<file path="config.mk">
export PLATFORM = sky130hd
export DESIGN_NAME = conv_window_ctrl
export DESIGN_NICKNAME = d
export VERILOG_FILES = /design/src/rtl/conv_window_ctrl.sv
export SDC_FILE = /design/constraint.sdc
export NUM_CORES = 1
export LEC_CHECK = 0
export BUFFER_PORTS_ARGS = -buffer_cell sky130_fd_sc_hd__buf_2
export CAP_MARGIN = 5
export CORE_MARGIN = 5
export CORE_UTILIZATION = 55
export CTS_BUF_LIST = sky130_fd_sc_hd__clkbuf_8
export CTS_CLUSTER_SIZE = 30
export DETAILED_ROUTE_END_ITERATION = 10
export GPL_TIMING_DRIVEN = 0
export HOLD_SLACK_MARGIN = 0.05
export PLACE_DENSITY = 0.76
export SYNTH_ARGS = -nofsm -noshare
export SYNTH_HDL_FRONTEND = slang
export SYNTH_SLANG_ARGS = --single-unit
</file>
<file path="constraint.sdc">
create_clock -name clk -period 2.5 [get_ports clk]
set_input_delay 0.5 -clock clk [delete_from_list [all_inputs] [get_ports clk]]
set_output_delay 0.5 -clock clk [all_outputs]
set_load 0.1 [all_outputs]
</file>
<file path="src/rtl/conv_window_ctrl.sv">
// conv_window_ctrl: raster-order 3x3 window read sequencer with a
// fixed-latency write-back pipe for the convolution image buffer.
//
// Ports:
//   clk, rst_n        clock, async active-low reset
//   start             frame request (taken only when idle)
//   hold              read-issue backpressure (WINCTRL_HOLD_EN only)
//   rd, rd_row/col    window read strobe and top-left coordinate
//   wr, wr_row/col    result write strobe and coordinate, LAT after rd
//   busy, done        frame in progress / one-cycle completion pulse
//   frame_cnt         completed frame count, wraps at 256
//
// Build option: define WINCTRL_HOLD_EN to honour hold in RUN.
module conv_window_ctrl #(
  parameter int IMG_W = 64,
  parameter int IMG_H = 64,
  parameter int LAT   = 3,
  parameter int CW    = 7
) (
  input  logic          clk,
  input  logic          rst_n,
  input  logic          start,
  input  logic          hold,
  output logic          rd,
  output logic [CW-1:0] rd_row,
  output logic [CW-1:0] rd_col,
  output logic          wr,
  output logic [CW-1:0] wr_row,
  output logic [CW-1:0] wr_col,
  output logic          busy,
  output logic          done,
  output logic [7:0]    frame_cnt
);

  localparam logic [1:0] S_IDLE  = 2'd0;
  localparam logic [1:0] S_RUN   = 2'd1;
  localparam logic [1:0] S_DRAIN = 2'd2;
  localparam logic [1:0] S_DONE  = 2'd3;

  localparam logic [CW-1:0] COL_LAST = CW'(IMG_W - 1);
  localparam logic [CW-1:0] ROW_LAST = CW'(IMG_H - 1);

  logic [1:0]    state_q;
  logic [CW-1:0] row_q;
  logic [CW-1:0] col_q;

  logic st_idle;
  logic st_run;
  logic st_drain;
  logic st_done;

  assign st_idle  = (state_q == S_IDLE);
  assign st_run   = (state_q == S_RUN);
  assign st_drain = (state_q == S_DRAIN);
  assign st_done  = (state_q == S_DONE);

  logic hold_act;

`ifdef WINCTRL_HOLD_EN
  assign hold_act = hold && st_run;
`else
  assign hold_act = 1'b0;
  logic unused_hold;
  assign unused_hold = hold;
`endif

  // The first window is issued on the same edge that accepts start,
  // so the counters read as zero while idle.
  logic          issue;
  logic [CW-1:0] cur_row;
  logic [CW-1:0] cur_col;
  logic          col_end;
  logic          last;
  logic [CW-1:0] nxt_row;
  logic [CW-1:0] nxt_col;

  assign issue   = ((st_idle && start) || st_run) && !hold_act;
  assign cur_row = st_idle ? '0 : row_q;
  assign cur_col = st_idle ? '0 : col_q;
  assign col_end = (cur_col == COL_LAST);
  assign last    = col_end && (cur_row == ROW_LAST);
  assign nxt_col = col_end ? '0 : cur_col + CW'(1);
  assign nxt_row = col_end ? cur_row + CW'(1) : cur_row;

  // Pipe valids: stage 0 is the registered rd itself.
  logic [LAT:1] pv_q;
  logic [LAT:0] v_in;
  logic         pipe_live;

  assign v_in      = {pv_q, rd};
  assign pipe_live = |v_in[LAT-1:0];

  always_ff @(posedge clk or negedge rst_n) begin
    if (!rst_n) begin
      state_q   <= S_IDLE;
      row_q     <= '0;
      col_q     <= '0;
      rd        <= 1'b0;
      rd_row    <= '0;
      rd_col    <= '0;
      busy      <= 1'b0;
      done      <= 1'b0;
      frame_cnt <= '0;
    end else begin
      rd   <= issue;
      done <= 1'b0;
      if (issue) begin
        rd_row <= cur_row;
        rd_col <= cur_col;
        row_q  <= nxt_row;
        col_q  <= nxt_col;
      end
      unique case (1'b1)
        st_idle: begin
          if (start) begin
            state_q <= S_RUN;
            busy    <= 1'b1;
          end
        end
        st_run: begin
          if (issue && last) begin
            state_q <= S_DRAIN;
          end
        end
        st_drain: begin
          if (!pipe_live) begin
            state_q   <= S_DONE;
            busy      <= 1'b0;
            done      <= 1'b1;
            frame_cnt <= frame_cnt + 8'd1;
          end
        end
        st_done: begin
          state_q <= S_IDLE;
        end
        default: begin
          state_q <= S_IDLE;
        end
      endcase
    end
  end

  // Coordinates only move with a valid entry, so the last stage
  // keeps the most recent write address while wr is low.
  logic [CW-1:0] pr_q [1:LAT];
  logic [CW-1:0] pc_q [1:LAT];

  always_ff @(posedge clk or negedge rst_n) begin
    if (!rst_n) begin
      pv_q <= '0;
      for (int i = 1; i <= LAT; i++) begin
        pr_q[i] <= '0;
        pc_q[i] <= '0;
      end
    end else begin
      pv_q <= v_in[LAT-1:0];
      if (rd) begin
        pr_q[1] <= rd_row;
        pc_q[1] <= rd_col;
      end
      for (int i = 2; i <= LAT; i++) begin
        if (pv_q[i-1]) begin
          pr_q[i] <= pr_q[i-1];
          pc_q[i] <= pc_q[i-1];
        end
      end
    end
  end

  assign wr     = pv_q[LAT];
  assign wr_row = pr_q[LAT];
  assign wr_col = pc_q[LAT];

endmodule
</file>
Yosys cells after proc, flatten, opt, wreduce, memory -nomap -nowiden
Cells that the tools add are included.
{ "totals": {"reg_bits": 86, "input_bits": 4, "output_inout_bits": 40, "wordCells": 50} }
{ "classes": {"n_addsub": 3, "n_eq_ne": 7, "mux": 13, "n_bitwise": 1, "reduce_logical": 10} }
{ "op_table": {"columns": ["operator", "count"], "rows": [
  ["$mux 7", 4],
  ["$add 7x1->7 const B", 2],
  ["$eq 7x6->1 const B", 2],
  ["$add 8x1->8 const B", 1],
  ["$mux 2", 3],
  ["$pmux 2 s3", 1],
  ["$reduce_and 3->1", 2],
  ["$mux 1", 4],
  ["$ne 2x2->1 const B", 2],
  ["$logic_and 1x1->1", 3],
  ["$reduce_or 3->1", 1],
  ["$eq 2x1->1 const B", 1],
  ["$eq 2x2->1 const B", 1],
  ["$logic_not 2->1", 1],
  ["$ne 2x1->1 const B", 1],
  ["$pmux 1 s2", 1],
  ["$reduce_and 2->1", 1],
  ["$reduce_bool 2->1", 1],
  ["$logic_or 1x1->1", 1],
  ["$not 1->1", 1]
]} }

Longest topological paths before layout
{ "depth": {"word_depth": 7, "ltp_mapped": 12} }

Worst setup path before layout
Ideal clock, no wire load.
{ "synth_timing": {"path_kind": "register to register", "start": "register state_q[0]", "end": "register state_q[1]", "setup_time_ns": 0.125, "arrival_time_ns": 2.176, "t_required_ns": 2.375, "setup_slack_ns": 0.199, "stages_incl_launch_ff": 12, "n_path_buf": 3, "period_less_slack_ns": 2.301, "path_cell_list": "dfrtp_1 -> inv_1 -> ha_1 -> buf_6 -> clkbuf_1 -> nor2b_1 -> ha_1 -> and3_1 -> buf_2 -> nand4_1 -> a21oi_1 -> mux2_2"} }
{ "synth_via": {"elab_chain_len": 7, "word_cells_on_any_way": 16, "classes_between": "eq/ne: 7; mux: 3; reduce/logical: 6"} }
{ "synth_rtl": {"columns": ["item", "line_no", "text"], "rows": [
  ["start, declared", "43", "logic [1:0] state_q;"],
  ["start signal, assigned", "95", "state_q <= S_IDLE;"],
  ["start signal, assigned", "116", "state_q <= S_RUN;"],
  ["start signal, assigned", "122", "state_q <= S_DRAIN;"],
  ["$logic_not 2->1", "52", "assign st_idle = (state_q == S_IDLE);"],
  ["$mux 7", "79", "assign cur_col = st_idle ? '0 : col_q;"],
  ["named net cur_col[1]", "71", "logic [CW-1:0] cur_col;"],
  ["$eq 7x6->1", "80", "assign col_end = (cur_col == COL_LAST);"],
  ["$logic_and 1x1->1", "81", "assign last = col_end && (cur_row == ROW_LAST);"],
  ["$logic_and 1x1->1", "121", "if (issue && last) begin"],
  ["$ne 2x1->1 (no line)", null, null],
  ["$reduce_and 3->1 (no line)", null, null]
]} }
The timed path passes the listed nets, and every way through them passes these cells.
A chain may end at the register's enable or synchronous reset.

Worst setup path in the final report
{ "layout_timing": {"start": "register state_q[1]", "end": "register state_q[1]"} }
Same word-level chain as after synthesis.

==> results_dict.tcl <==
set metrics [dict create \
    maxSlewViolCount 0 \
    clkLatencyLatePin_ns 0.35 \
    r2r_end "state_q[1]" \
    hpwl_mm 4.950 \
    clkTransAtPathRegs_ns 0.08 \
    dp.cells 430 \
    finalSetupTns_ns 0 \
    synth.distinct_cells 42 \
    synth_top_area_share 0.5660 \
    holdWs_ns 0.3821 \
    grt_max_degree 66 \
    crit_fanout 10 \
    routed_wl_mm 7.039 \
    die_w_um 93.15 \
    core_um2 6756 \
    synth_fp_nets 317 \
    io_buffer_count 42 \
    synth.area.top_cells "dfrtp_1 (57%), mux2_2 (13%), mux2i_1 (3.9%), nand2_1 (3.1%), o21ai_0 (3.0%)" \
    clockBufferDepth 2 \
    crit_buf_inv 4 \
    ant_nets 0 \
    dieArea_um2 8676 \
    rows 30 \
    reg2regPathDepth 11 \
    antenna_found_initial 0 \
    synth.most_common_cell "dfrtp_1" \
    hold_path_class "flop to flop" \
    start_util 0.5628 \
    hold_depth 0 \
    num_vias 2459 \
    fmax_mhz 420.7 \
    worstPathCellList "inv_1, ha_1, buf_6, buf_4, nor2b_1, ha_2, and3_4, buf_6, nand4_1, a21oi_2, mux2_4" \
    clock-sinks 86 \
    hold_viol 0 \
    drive_above_1_share 0.3774 \
    grt_first_pass_wirelength_mm 12.10 \
    drc 0 \
    vias_per_cell 5.452 \
    ys_seq_area_frac 0.5660 \
    maxCapViolCount 0 \
    ys_ff_latch 86 \
    nNetsFinal 376 \
    finalCriticalPeriod_ns 2.377 \
    dr.pass1.iters 4 \
    setup_violations 0 \
    r2r_setup_slack_ns 0.12 \
    cts_root_buffer "clkbuf_8" \
    n_antenna_cell 0 \
    htreeDepth 3 \
    overflow 0 \
    syn_to_final_growth_pct 15.79 \
    cpPeakStageDelay_ns 0.38 \
    die_y_um 93.15 \
    fin_area_um2 4403 \
    path_delay_family "buffers and inverters" \
    async_flop_share 1.000 \
    tritoncts "done" \
    cp-end-kind "flop" \
    synth_area_per_cell_um2 12.39 \
    yosys.area.top_type "dfrtp_1" \
    synth-edff-count 0 \
    crit_type "flop to flop" \
    tightest_slew_ns 0.6173 \
    min_to "pv_q[3]" \
    routedWlPerCell_um 15.61 \
    ioPinCount 44 \
    skew_ns 0.009985 \
    post-route-period-util 0.9507 \
    crit_slowest_cell "dfrtp_1" \
    grt_usage 0.1780 \
    gp_congestion 0.8937 \
    cts_made_buffers 9 \
    worstPathArrival_ns 2.62 \
    status "completed" \
    postPlaceCellArea_um2 4143 \
    stdcell_count 451 \
    maxSlewHeadroom 0.5885 \
    yosys_warnings 0 \
    syn-cell-area_um2 3802 \
    critPathLaunchType "flop" \
    critPathRequiredTime_ns 2.74 \
    netlist_top_cells_count "dfrtp_1 (86), mux2_2 (44), nand2_1 (31)" \
    r2r_start "state_q[1]" \
    drtIter0Drc 93 \
    hp-start "pv_q[2]" \
    ys.flop_type "dfrtp_1" \
    crit_top_cell "buf_6" \
    nFillCells 525 \
    synthesis.instances 307 \
    grt_pass1_vias 2461 \
]
## per-stage QoR
step                utilization  worst slack, ns
floorplan                     -           0.1993
finish                   0.6517           0.1232
CTS                      0.6446          0.02039
global route             0.6517       -0.0003986
detailed placement       0.6131          -0.1209
global placement         0.6087         -0.08227
## registers in the layout (all words and copies together) (netlist names)
name,count
busy,1
col_q,7
done,1
frame_cnt,8
pc_q,14
pr_q,14
pv_q,3
rd,1
rd_col,7
rd_row,7
row_q,7
state_q,2
wr_col,7
wr_row,7
## logic make-up (layout without fill, tap and decap cells)
kind of cell               Yosys count  in the layout  synth area share
xor gates and xnor gates             7              7           0.01612
DFF                                 86             86            0.5660
buffers and inverters               34             98           0.05495
AOI/OAI and AO/OA                   46             46           0.07141
adders and majority gates            6              6           0.01974
and+or+nand+nor                     69             69            0.1020
muxes                               59             59            0.1698
## worst max path at each step
stage / from / to / depth (start not counted)
floorplan: state_q[0] / state_q[1] / 11
global placement: state_q[0] / state_q[1] / 11
detailed placement: state_q[0] / state_q[1] / 11
CTS: state_q[0] / state_q[1] / 11
global route: state_q[1] / state_q[1] / 11
finish: state_q[1] / state_q[1] / 11
## final cells by class
class / instances / area (um^2) / area share
clock buffers: 9 / 123.9 / 0.02813
repair buffers: 48 / 280.3 / 0.06365
multi-input cells: 187 / 1456 / 0.3308
plain buffers: 29 / 200.2 / 0.04547
inverters: 5 / 18.77 / 0.004263
clock inverters: 7 / 71.32 / 0.01620
flip-flops and latches: 86 / 2152 / 0.4888
well taps: 80 / 100.1 / 0.02273
## routing by layer
metal  global-route usage  vias to the layer above  routed length [um]
met2               0.2819                       44                3386
li1                     -                     1190                   -
met4              0.07082                        0                 123
met5                    0                        -                   0
met1               0.2393                     1213                3270
met3              0.03942                       12                 258
## timing repair
action,4_1_cts,5_1_grt
buffers inserted,0,4
hold buffers,1,0
pin swaps,0,1
gates resized for setup,3,8
setup endpoints to repair,3,4
hold endpoints to repair,21,0
## cells in the final DEF, fill, tap and decap left out, types with 2 or more instances in the layout
cell / Yosys / routed
xor2_1: 2 / 2
mux2_2: 44 / 43
inv_1: 4 / 4
nor2_1: 5 / 5
buf_4: 14 / 20
clkinvlp_4: 0 / 2
buf_2: 5 / 45
a2bb2oi_1: 2 / 2
buf_6: 3 / 4
clkbuf_8: 0 / 9
nand3_1: 6 / 6
and4_1: 2 / 2
nor2b_1: 5 / 5
nand2_1: 31 / 31
ha_1: 6 / 5
o21a_1: 2 / 2
o21ai_0: 23 / 23
a21oi_2: 1 / 2
dfrtp_1: 86 / 86
and3_1: 3 / 2
o31ai_1: 3 / 3
a22o_1: 2 / 2
nand4_1: 5 / 5
mux2i_1: 15 / 15
inv_6: 0 / 2
a21oi_1: 9 / 8
xnor2_1: 5 / 5
clkbuf_1: 6 / 5
nor3_1: 2 / 2
Power is left out: the tool's default activity adds up to more than one toggle a clock period on the data nets, which glitch-free logic cannot reach.
